===== config.mk =====
export PLATFORM = sky130hd
export DESIGN_NAME = tile_fetch_arbiter
export DESIGN_NICKNAME = d
export VERILOG_FILES = /design/src/rtl/tile_fetch_arbiter.sv
export SDC_FILE = /design/constraint.sdc
export NUM_CORES = 1
export LEC_CHECK = 0
export BUFFER_PORTS_ARGS = -buffer_cell sky130_fd_sc_hd__buf_4
export CAP_MARGIN = 40
export CORE_ASPECT_RATIO = 0.7
export CORE_UTILIZATION = 40
export DETAILED_ROUTE_END_ITERATION = 12
export HOLD_SLACK_MARGIN = 0.05
export PLACE_DENSITY = 0.82
export SLEW_MARGIN = 10
export SYNTH_ARGS = -nofsm -noshare
export SYNTH_HDL_FRONTEND = slang
export SYNTH_SLANG_ARGS = --single-unit
export TNS_END_PERCENT = 20

===== constraint.sdc =====
create_clock -name i_clk -period 4.5 [get_ports i_clk]
set_clock_uncertainty 0.05 [all_clocks]
set_input_delay 0.45 -clock i_clk [delete_from_list [all_inputs] [get_ports i_clk]]
set_output_delay 0.45 -clock i_clk [all_outputs]
set_load 0.01 [all_outputs]

===== src/rtl/tile_fetch_arbiter.sv =====
// tile_fetch_arbiter
//   Shares one combinational tile-graphic lookup port among NUM_REQ renderers.
//   A round-robin arbiter grants one requester per cycle. That requester's
//   tile/x/y drive the graphic mux. The looked-up colour is captured in a
//   1-deep response register with valid/ready flow control.
// Ports
//   i_clk, i_rst_n           clock; asynchronous active-low reset
//   i_req                    per-requester request, held until granted
//   i_req_tile/_x/_y         packed per-requester fields, requester i at [i*W +: W]
//   o_gnt                    one-hot accept pulse (combinational)
//   o_gfx_tile/_x/_y         lookup address to the graphic mux (0 when idle)
//   i_gfx_pixel              combinational lookup result
//   o_rsp_valid, i_rsp_ready response handshake
//   o_rsp_id/_pixel/_oob     requester index, colour, out-of-range flag
module tile_fetch_arbiter #(
  parameter int NUM_REQ          = 4,
  parameter int REL_BITS         = 7,
  parameter int PIXELS_WIDTH     = 80,
  parameter int PIXEL_COLOR_BITS = 8,
  parameter int TILE_ID_BITS     = 3
) (
  input  logic                               i_clk,
  input  logic                               i_rst_n,
  input  logic [NUM_REQ-1:0]                 i_req,
  input  logic [NUM_REQ*TILE_ID_BITS-1:0]    i_req_tile,
  input  logic [NUM_REQ*REL_BITS-1:0]        i_req_x,
  input  logic [NUM_REQ*REL_BITS-1:0]        i_req_y,
  output logic [NUM_REQ-1:0]                 o_gnt,
  output logic [TILE_ID_BITS-1:0]            o_gfx_tile,
  output logic [REL_BITS-1:0]                o_gfx_x,
  output logic [REL_BITS-1:0]                o_gfx_y,
  input  logic [PIXEL_COLOR_BITS-1:0]        i_gfx_pixel,
  output logic                               o_rsp_valid,
  input  logic                               i_rsp_ready,
  output logic [$clog2(NUM_REQ)-1:0]         o_rsp_id,
  output logic [PIXEL_COLOR_BITS-1:0]        o_rsp_pixel,
  output logic                               o_rsp_oob
);
  localparam int IDW = $clog2(NUM_REQ);
  localparam logic [REL_BITS-1:0] PW = REL_BITS'(PIXELS_WIDTH);

  logic [NUM_REQ-1:0][TILE_ID_BITS-1:0] w_tile;
  logic [NUM_REQ-1:0][REL_BITS-1:0]     w_x, w_y;

  for (genvar g = 0; g < NUM_REQ; g++) begin : g_unpack
    assign w_tile[g] = i_req_tile[g*TILE_ID_BITS +: TILE_ID_BITS];
    assign w_x[g]    = i_req_x[g*REL_BITS +: REL_BITS];
    assign w_y[g]    = i_req_y[g*REL_BITS +: REL_BITS];
  end

  logic [IDW-1:0]              r_ptr;
  logic                        r_rsp_valid;
  logic [IDW-1:0]              r_rsp_id;
  logic [PIXEL_COLOR_BITS-1:0] r_rsp_pixel;
  logic                        r_rsp_oob;

  logic           w_found;
  logic [IDW-1:0] w_sel;
  logic [IDW:0]   w_idx;   // one extra bit so ptr+j cannot overflow before the wrap
  logic           w_grant;
  logic           w_oob;

  // Rotating priority search starting at r_ptr; first set request wins.
  always_comb begin
    w_found = 1'b0;
    w_sel   = '0;
    w_idx   = '0;
    for (int j = 0; j < NUM_REQ; j++) begin
      w_idx = {1'b0, r_ptr} + (IDW+1)'(j);
      if (w_idx >= (IDW+1)'(NUM_REQ)) w_idx = w_idx - (IDW+1)'(NUM_REQ);
      if (!w_found && i_req[w_idx[IDW-1:0]]) begin
        w_found = 1'b1;
        w_sel   = w_idx[IDW-1:0];
      end
    end
  end

  // Gating with i_rst_n keeps gnt low during the whole reset window, not just at the edge.
  assign w_grant = i_rst_n && w_found && (!r_rsp_valid || i_rsp_ready);
  assign w_oob   = (w_x[w_sel] >= PW) || (w_y[w_sel] >= PW);

  assign o_gnt      = w_grant ? (NUM_REQ'(1) << w_sel) : '0;
  assign o_gfx_tile = w_grant ? w_tile[w_sel] : '0;
  assign o_gfx_x    = w_grant ? w_x[w_sel]    : '0;
  assign o_gfx_y    = w_grant ? w_y[w_sel]    : '0;

  always_ff @(posedge i_clk or negedge i_rst_n) begin
    if (!i_rst_n) begin
      r_ptr       <= '0;
      r_rsp_valid <= 1'b0;
      r_rsp_id    <= '0;
      r_rsp_pixel <= '0;
      r_rsp_oob   <= 1'b0;
    end else if (w_grant) begin
      r_ptr       <= (w_sel == IDW'(NUM_REQ-1)) ? '0 : w_sel + 1'b1;
      r_rsp_valid <= 1'b1;
      r_rsp_id    <= w_sel;
      r_rsp_oob   <= w_oob;
      r_rsp_pixel <= w_oob ? '0 : i_gfx_pixel;
    end else if (i_rsp_ready) begin
      // Consumed with nothing new: drop valid, keep the data fields.
      r_rsp_valid <= 1'b0;
    end
  end

  assign o_rsp_valid = r_rsp_valid;
  assign o_rsp_id    = r_rsp_id;
  assign o_rsp_pixel = r_rsp_pixel;
  assign o_rsp_oob   = r_rsp_oob;
endmodule


Word-level counts from Yosys, hierarchy flattened --
Cells that the tools add are included.
Storage, ports and cells: register bits 14, input port bits 83, output and inout port bits 33
Cells by class: $add $sub $neg 8, $lt $le $gt $ge 11, equality and inequality tests 1, shifts and indexed selects 1, muxes and demuxes 34, reductions and logical operators 12
Operator list (count):
- binary-select mux 7 bit (select 2 bit) | 2
- 2-to-1 mux 7 bit | 4
- 2-to-1 mux 2 bit | 9
- less-than comparator 2 x 3 -> 1 bit (second input constant) | 5
- >= comparator 7 bit (second input constant) | 2
- 2-to-1 mux 1 bit | 10
- >= comparator 3 bit (second input constant) | 3
- binary-select mux 1 bit (select 2 bit) | 4
- 2-to-1 mux 8 bit | 1
- subtractor 2 x 1 -> 2 bit (second input constant) | 4
- adder 2 x 2 -> 3 bit (second input constant) | 2
- binary-select mux 3 bit (select 2 bit) | 1
- 2-to-1 mux 3 bit | 2
- logical AND 1 bit | 5
- zero test 1 bit | 4
- 2-to-1 mux 4 bit | 1
- << shifter 1 x 2 -> 4 bit (first input constant) | 1
- adder 2 x 1 -> 3 bit (second input constant) | 1
- >= comparator 2 x 3 -> 1 bit (second input constant) | 1
- adder 2 x 1 -> 2 bit (second input constant) | 1
- == test 2 bit (second input constant) | 1
- logical OR 1 bit | 2
- nonzero test 2 bit | 1

Depth between registers and ports, before layout --
Gate-level depths: netlist (run 1).
depth in word-level cells 19, depth in mapped cells 11, gate-level depth less buffers 8

Least setup slack after synthesis (run 1) --
OpenSTA, ideal clock, no wires.
kind input -> output, start input i_req[0], end output o_gfx_tile[0], arrival time 1.944 ns, required time 4.000 ns, slack 2.056 ns, cell stages on the path 9, buffers on the path 3, cells stage by stage and4b_1 a21oi_4 nand2_4 buf_12 buf_2 inv_2 buf_6 nand2_1 a311oi_1
On the way: word-level cells in the longest chain between the ends 15
RTL lines:
- start, declared | line 24 | input logic [NUM_REQ-1:0] i_req,
- binary-select mux 1 bit (select 2 bit) | line 71 | if (!w_found && i_req[w_idx[IDW-1:0]]) begin
- 2-to-1 mux 1 bit (not written as such) | line 71
- 2-to-1 mux 1 bit | line 71
- zero test 1 bit | line 71
- logical AND 1 bit | line 71
- 2-to-1 mux 1 bit | line 71
- zero test 1 bit | line 71
- logical AND 1 bit | line 71
- 2-to-1 mux 1 bit | line 71
- zero test 1 bit | line 71
- logical AND 1 bit | line 71
- 2-to-1 mux 2 bit * | line 71
- named net w_sel[1] | line 58 | logic [IDW-1:0] w_sel;
- binary-select mux 3 bit (select 2 bit) * | line 83 | assign o_gfx_tile = w_grant ? w_tile[w_sel] : '0;
- 2-to-1 mux 3 bit (not written as such) * | line 83
- 2-to-1 mux 3 bit * | line 83
- end, declared | line 29 | output logic [TILE_ID_BITS-1:0] o_gfx_tile,
Mark *: on every way through the listed nets, which the timed path passes. The rest lies on a longest branch. The select of a mux whose other input is x is not followed.

Worst setup path in the final report (run 1) --
start register r_ptr[1], end output o_gnt[0]
On the way: word-level cells in the longest chain between the ends 17
RTL lines:
- start, declared | line 51 | logic [IDW-1:0] r_ptr;
- start signal, assigned | line 95 | r_ptr <= (w_sel == IDW'(NUM_REQ-1)) ? '0 : w_sel + 1'b1;
- branches (longest 16 deep; another with adder 2 x 1 -> 3 bit)
- 2-to-1 mux 4 bit * | line 82 | assign o_gnt = w_grant ? (NUM_REQ'(1) << w_sel) : '0;
- end, declared | line 28 | output logic [NUM_REQ-1:0] o_gnt,
Mark *: on every way between the ends. The select of a mux whose other input is x is not followed.

==> flow_summary_export.csv, run 1 <==
group,metric,value,unit
status,status,"completed",
sta,tns,0,ns
power_and_ir_drop,sw_frac_of_total,42.1,%
power_and_ir_drop,powerDensity,383,mW/mm^2
detailed_routing,viasPerCell,5.08,
sta,relSlewSlack,55.8,%
clocking,numCtsBuffers,3,
grt,antenna_found_initial,0,
detailed_routing,first_pass_iters,4,
synthesis,synth_seq_cells,14,
final_layout,area_growth,65.0,%
floorplanning,dieArea,0.00380,mm^2
sta,slew_viol_final,0,
synthesis,synth_most_common_cell,"nand2_1",
power_and_ir_drop,comb_power_share,63.9,%
grt,track_usage,22.7,%
power_and_ir_drop,p_leak,1.20,nW
power_and_ir_drop,p_sw,0.378,mW
clocking,path_clk_slew,0.06,ns
clocking,root_buffer,"clkbuf_8",
critical_path,worstSetupPathType,"reg -> out",
floorplanning,die_y,51.9,um
detailed_routing,wl_per_cell,13.2,um
critical_path,regToRegStartpoint,"r_ptr[1]$_DFFE_PN0P_",
critical_path,path_buf_inv,2,
clocking,post_cts_resized,0,
synthesis,netlist_top_cells_area,"dfrtp_1 (25%), nand2_1 (12%), a311oi_1 (6.8%)",
place,gp_congestion,0.820,
hold_path,min_path_type,"in -> reg",
sta,fin_crit,2.95,ns
synthesis,ys_async_sr_fraction,100,%
critical_path,startpoint_type,"flip-flop",
floorplanning,io_pins,116,
synthesis,synthCells,185,
grt,grt_overflow,0,
final_layout,n_antenna_cell,0,
place,io_buffers,115,
grt,grt_max_degree,33,
critical_path,worst_path_max_delay_cell,"o211a_2",
sta,tightest_slew,0.664,ns
detailed_routing,via_count,1731,
critical_path,crit_start,"r_ptr[1]$_DFFE_PN0P_",
detailed_routing,initialDrtViolationCount,45,
clocking,ctsLongestPathBuffers,2,
power_and_ir_drop,finalPower,0.898,mW
detailed_routing,wl,4500,um
synthesis,yosysTopAreaCell,"dfrtp_1",
sta,setup_ws,1.55,ns
sta,setup_violations,0,
sta,rsz0062_at_grt,"false",
power_and_ir_drop,vdd_drop_max,0.251,mV
sta,timing.final.crit_share,65.5,%
sta,hold_viol,0,
final_layout,multiInputGateArea,972,um^2
hold_path,hp-start,"i_gfx_pixel[2]",
clocking,cts_max_level,1,
synthesis,yosysUniqueCellTypes,36,
clocking,tritoncts,"built",
synthesis,yosysWarnings,0,
floorplanning,core,0.00325,mm^2
synthesis,synth_top_area_share,24.7,%
floorplanning,fp-row-count,17,
synthesis,seq_area_frac_synth,24.7,%
place,place_ws,1.77,ns
synthesis,synth-edff-count,0,
power_and_ir_drop,seq_power_share,22.5,%
final_layout,seq_area,350,um^2
final_layout,fill_cells,268,
power_and_ir_drop,internal_power,0.520,mW
detailed_routing,drc,0,
synthesis,synth_area_per_cell,7.68,um^2
place,hpwlAfterDp,3530,um
critical_path,crit_fanout,32,
critical_path,max_stage_delay,0.62,ns
clocking,clock_sinks,14,
critical_path,cp_data_required_time,4.00,ns
power_and_ir_drop,clockPowerShare,13.6,%
run,maxCapViolations,0,
floorplanning,start_util,43.6,%
synthesis,syn_nets,272,
synthesis,synthTopCellsByCount,"nand2_1 (45), nand3_1 (16), nor2_1 (15), dfrtp_1 (14)",
critical_path,path_delay_family,"compound AO/OA/AOI/OAI gates",
synthesis,syn_area,0.00142,mm^2
clocking,clock_latency,0.24,ns
final_layout,drive_gt1_share,46.3,%
clocking,postCtsSetupRepairBufs,0,
sta,fin_hold_ws,0.390,ns
critical_path,worstPathArrival,2.45,ns
synthesis,synth_flop_cell,"dfrtp_1",
sta,fmax,339,MHz
final_layout,nNetsFinal,382,
detailed_routing,ant_nets,0,
critical_path,crit_chain,"nor2b_1 -> o21ai_1 -> o211a_2 -> inv_1 -> ha_1 -> and2_1 -> buf_4",
grt,grt_pass1_wl,6600,um
grt,grt_pass1_vias,1542,
critical_path,endpoint_kind,"output pin",
floorplanning,fp.dieW,73.2,um
worst reg2reg max path, delay by kind of cell, from the launching register on:
family                 cells  cell delay [ns]
AO/OA/AOI/OAI              4             1.19
multiplexers               1             0.21
flip-flops                 1             0.45
buffers and inverters      1             0.30
AND/OR/NAND/NOR            2             0.31
sequential cells by signal (all words and copies together) (netlist names):
signal / count
o_rsp_id: 2
r_ptr: 2
o_rsp_valid: 1
o_rsp_pixel: 8
o_rsp_oob: 1
kinds of logic after synthesis:
kind of cell	after synthesis	synth area share, %
flip-flops	14	24.7
adder cells (fa/ha/maj)	4	3.52
buffers and inverters	16	6.87
AO/OA/AOI/OAI	41	21.2
AND/OR/NAND/NOR	92	29.3
multiplexers	18	14.4
final timing paths:
| check | to | slack, ns | depth (start not counted) |
|---|---|---|---|
| min in group asynchronous | o_rsp_oob$_DFFE_PN0P_ | 0.56 | 2 |
| max in group asynchronous | o_rsp_id[0]$_DFFE_PN0P_ | 3.67 | 2 |
| hold / removal | o_rsp_pixel[2]$_DFFE_PN0P_ | 0.39 | 3 |
| hold reg to reg | o_rsp_id[1]$_DFFE_PN0P_ | 0.44 | 2 |
| setup / recovery | o_gnt[0] | 1.55 | 7 |
| setup reg to reg | o_rsp_oob$_DFFE_PN0P_ | 1.93 | 8 |
area by class of cell:
class                   count  share of cell area, %
well taps                  47                   2.51
inverters                   3                  0.481
multi-input cells         155                   41.5
repair buffers            118                   38.2
clock buffers               4                   2.35
flip-flops and latches     14                   14.9
placed cells by master (no fill, tap or decap), drive strengths merged, types with 2 or more instances in the layout:
cell type,count
nor2b,2
a21o,2
buf,117
clkbuf,4
a22oi,2
nand2,46
inv,3
o21ai,19
mux2i,4
and3,4
nand2b,3
ha,4
mux2,14
nand3,16
and2,4
nor2,15
a21oi,2
a311oi,11
dfrtp,14
per-layer routing:
layer / GRT usage, % / part of all wire [%]
met4: 2.94 / 0.24
met2: 41.4 / 48
met1: 26.4 / 43
met5: 0 / 0
met3: 7.95 / 8.7
metrics by stage:
step	utilization, %	area [um^2]	std cells
6_report	72.0	2340	341
3_5_place_dp	70.0	2280	336
4_1_cts	72.0	2340	341
3_3_place_gp	69.6	2260	335
2_1_floorplan	-	1420	185
5_1_grt	72.0	2340	341
power by group through the flow:
stage | Clock (mW) | Sequential [mW] | Combinational (mW)
after global placement | 0 | 0.204 | 0.570
final | 0.122 | 0.202 | 0.574
after CTS | 0.125 | 0.202 | 0.578
after floorplan | 0 | 0.213 | 0.367
after detailed placement | 0 | 0.202 | 0.577
after global routing | 0.133 | 0.208 | 0.631
repair_timing:
action / 4_1_cts / 5_1_grt
hold buffers: 1 / 0
setup endpoints to repair: 0 / 0
endpoints found under the hold margin: 14 / 0
Power figures use the tool's default switching activity.
==> run 2: changes to the inputs <==
--- a/config.mk
+++ b/config.mk
@@ -8,10 +8,10 @@
 export BUFFER_PORTS_ARGS = -buffer_cell sky130_fd_sc_hd__buf_4
 export CAP_MARGIN = 40
 export CORE_ASPECT_RATIO = 0.7
-export CORE_UTILIZATION = 40
+export CORE_UTILIZATION = 39
 export DETAILED_ROUTE_END_ITERATION = 12
 export HOLD_SLACK_MARGIN = 0.05
-export PLACE_DENSITY = 0.82
+export PLACE_DENSITY = 0.8
 export SLEW_MARGIN = 10
 export SYNTH_ARGS = -nofsm -noshare
 export SYNTH_HDL_FRONTEND = slang
==> constraint.sdc (replaced) <==
create_clock -name i_clk -period 2.84 [get_ports i_clk]
set_clock_uncertainty 0.05 [all_clocks]
set_input_delay 0.284 -clock i_clk [delete_from_list [all_inputs] [get_ports i_clk]]
set_output_delay 0.284 -clock i_clk [all_outputs]
set_load 0.01 [all_outputs]
==> run 2 against run 1 <==
Against the previous run: total power grew 55%; clock-buffer cell count down 1; sequential power increased by 59%; sequential cell count unchanged; final area fell by 0.43%; via count is 0.12% lower; worst hold slack worse by 0.16 ns; non-clock buffer count grew 1; register-to-register slack got worse by 1.4 ns; clock power is 30% higher.
==> flow_summary_export.csv, run 2 (synthesized netlist as in run 1, its figures left out) <==
group,metric,value,unit
detailed_routing,wl,4590,um
critical_path,worstPathArrival,2.27,ns
sta,hold_viol,0,
grt,grt_pass1_wl,6840,um
clocking,numCtsBuffers,3,
final_layout,fin_area,0.00233,mm^2
sta,fin_crit,2.61,ns
clocking,postCtsSetupRepairBufs,0,
power_and_ir_drop,comb_power_share,65.5,%
run,maxCapViolations,0,
detailed_routing,ant_nets,0,
final_layout,nNetsFinal,383,
sta,tightest_slew,0.600,ns
final_layout,final_common_cell,"buf_4",
final_layout,finalNonFillerCells,341,
floorplanning,io_pins,116,
clocking,ctsLongestPathBuffers,2,
place,dp_cells,337,
final_layout,drive_gt1_share,46.6,%
floorplanning,start_util,43.1,%
grt,antenna_found_initial,0,
grt,grt_max_degree,31,
detailed_routing,first_pass_iters,4,
clocking,cts_max_level,1,
critical_path,cp_data_required_time,2.51,ns
status,status,"completed",
detailed_routing,drc,0,
floorplanning,fp.dieW,74.1,um
power_and_ir_drop,p_leak,1.20,nW
power_and_ir_drop,powerDensity,597,mW/mm^2
final_layout,n_antenna_cell,0,
clocking,tritoncts,"built",
hold_path,min_path_cells,3,
floorplanning,fp-row-count,17,
sta,rsz0062_at_grt,"false",
power_and_ir_drop,clockPowerShare,11.4,%
critical_path,crit_fanout,30,
sta,timing.final.crit_share,91.8,%
critical_path,r2r_cells,7,
power_and_ir_drop,seq_power_share,23.1,%
sta,setup_violations,0,
critical_path,max_stage_delay,0.44,ns
critical_path,endpoint_kind,"output pin",
sta,fmax,384,MHz
final_layout,largest_reg_flops,8,
hold_path,holdPathEnd,"o_rsp_pixel[1]$_DFFE_PN0P_",
sta,setup_ws,0.233,ns
detailed_routing,wl_per_cell,13.4,um
clocking,clock_latency,0.24,ns
place,io_buffers,115,
hold_path,min_path_type,"in -> reg",
clocking,root_buffer,"clkbuf_8",
power_and_ir_drop,sw_frac_of_total,42.7,%
sta,slew_viol_final,0,
final_layout,mostFrequentLayoutCells,"buf_4 (118), nand2_1 (45), nand3_1 (16)",
clocking,clock_sinks,14,
hold_path,hp-start,"i_gfx_pixel[1]",
critical_path,worst_path_max_delay_cell,"dfrtp_1",
detailed_routing,initialDrtViolationCount,61,
sta,relSlewSlack,59.5,%
floorplanning,dieArea,0.00389,mm^2
critical_path,r2r-end,"o_rsp_oob$_DFFE_PN0P_",
sta,tns,0,ns
critical_path,regToRegStartpoint,"r_ptr[1]$_DFFE_PN0P_",
final_layout,area_growth,64.3,%
critical_path,crit_chain,"and4b_1 -> a21oi_4 -> nand2_4 -> mux2_1 -> nor2_1 -> a311oi_1 -> buf_4",
place,place_ws,0.480,ns
place,hpwlAfterDp,3630,um
floorplanning,core,0.00330,mm^2
clocking,path_clk_slew,0.05,ns
power_and_ir_drop,internal_power,0.799,mW
power_and_ir_drop,p_sw,0.595,mW
place,place_area,0.00228,mm^2
floorplanning,die_y,52.5,um
grt,grt_pass1_vias,1600,
critical_path,r2r_slack,0.50,ns
detailed_routing,viasPerCell,5.07,
grt,grt_overflow,0,
place,gp_congestion,0.803,
detailed_routing,via_count,1729,
critical_path,worstSetupPathType,"reg -> out",
grt,track_usage,23.2,%
critical_path,startpoint_type,"flip-flop",
power_and_ir_drop,vdd_drop_max,0.503,mV
[run 2: changes by cell type in the layout (fill, tap and decap cells not counted)]
cell	previous run	this run
buf_4	116	118
buf_8	1	0
clkbuf_8	4	3
clkinv_2	0	1
inv_2	2	1
nor2b_1	2	1
nor2b_2	0	1
[run 2: final cells by class]
cell class | instances | area, um^2
Timing Repair Buffer | 119 | 896
Sequential cell | 14 | 350
Inverter | 3 | 12.5
Clock buffer | 3 | 41.3
Fill cell | 280 | 963
Tap cell | 47 | 58.8
Multi-Input combinational cell | 155 | 975
[run 2: critical path, delay by kind of cell, from the launching register on]
kind,cells,cell delay [ns]
flops,1,0.44
mux,1,0.30
simple gates,3,0.56
compound gates,2,0.53
buf+inv,1,0.18
[run 2: worst max path at each step]
| stage | from | end | slack (ns) |
|---|---|---|---|
| finish | r_ptr[1]$_DFFE_PN0P_ | o_gfx_x[2] | 0.23 |
| global route | r_ptr[1]$_DFFE_PN0P_ | o_gfx_y[3] | 0.05 |
| CTS | i_rst_n | o_gfx_x[4] | 0.17 |
| detailed placement | i_req[3] | o_gfx_x[2] | 0.48 |
| global placement | i_req[3] | o_gfx_x[0] | 0.51 |
| floorplan | r_ptr[1]$_DFFE_PN0P_ | o_gfx_tile[0] | 0.60 |
[run 2: per-layer routing]
layer / routed length, um / global-route usage, % / part of all wire [%] / up-vias
met5: 0 / 0 / 0 / -
met4: 19 / 5.77 / 0.41 / 0
met3: 460 / 6.73 / 10 / 2
met2: 2170 / 41.2 / 47 / 83
met1: 1940 / 27.3 / 42 / 769
li1: - / - / - / 875
[run 2: power by group through the flow]
stage	clock network (mW)	logic, mW	registers (mW)
after global routing	0.176	1.01	0.332
final	0.159	0.913	0.322
after global placement	0	0.908	0.323
after detailed placement	0	0.917	0.324
after CTS	0.163	0.920	0.322
after floorplan	0	0.581	0.338
[run 2: through the flow]
stage | power [mW] | util, % | hold WS, ns
after floorplan | 0.919 | - | -0.0616
after global placement | 1.23 | 69.1 | 0.0932
after detailed placement | 1.24 | 69.1 | 0.0940
after CTS | 1.40 | 70.7 | 0.224
after global routing | 1.51 | 70.8 | 0.239
final | 1.39 | 70.8 | 0.227
[run 2: timing repair]
action | CTS | global route
resized for setup | 0 | 2
hold buffers | 1 | 0
hold endpoints to repair | 14 | 0
endpoints found under the setup margin | 0 | 4
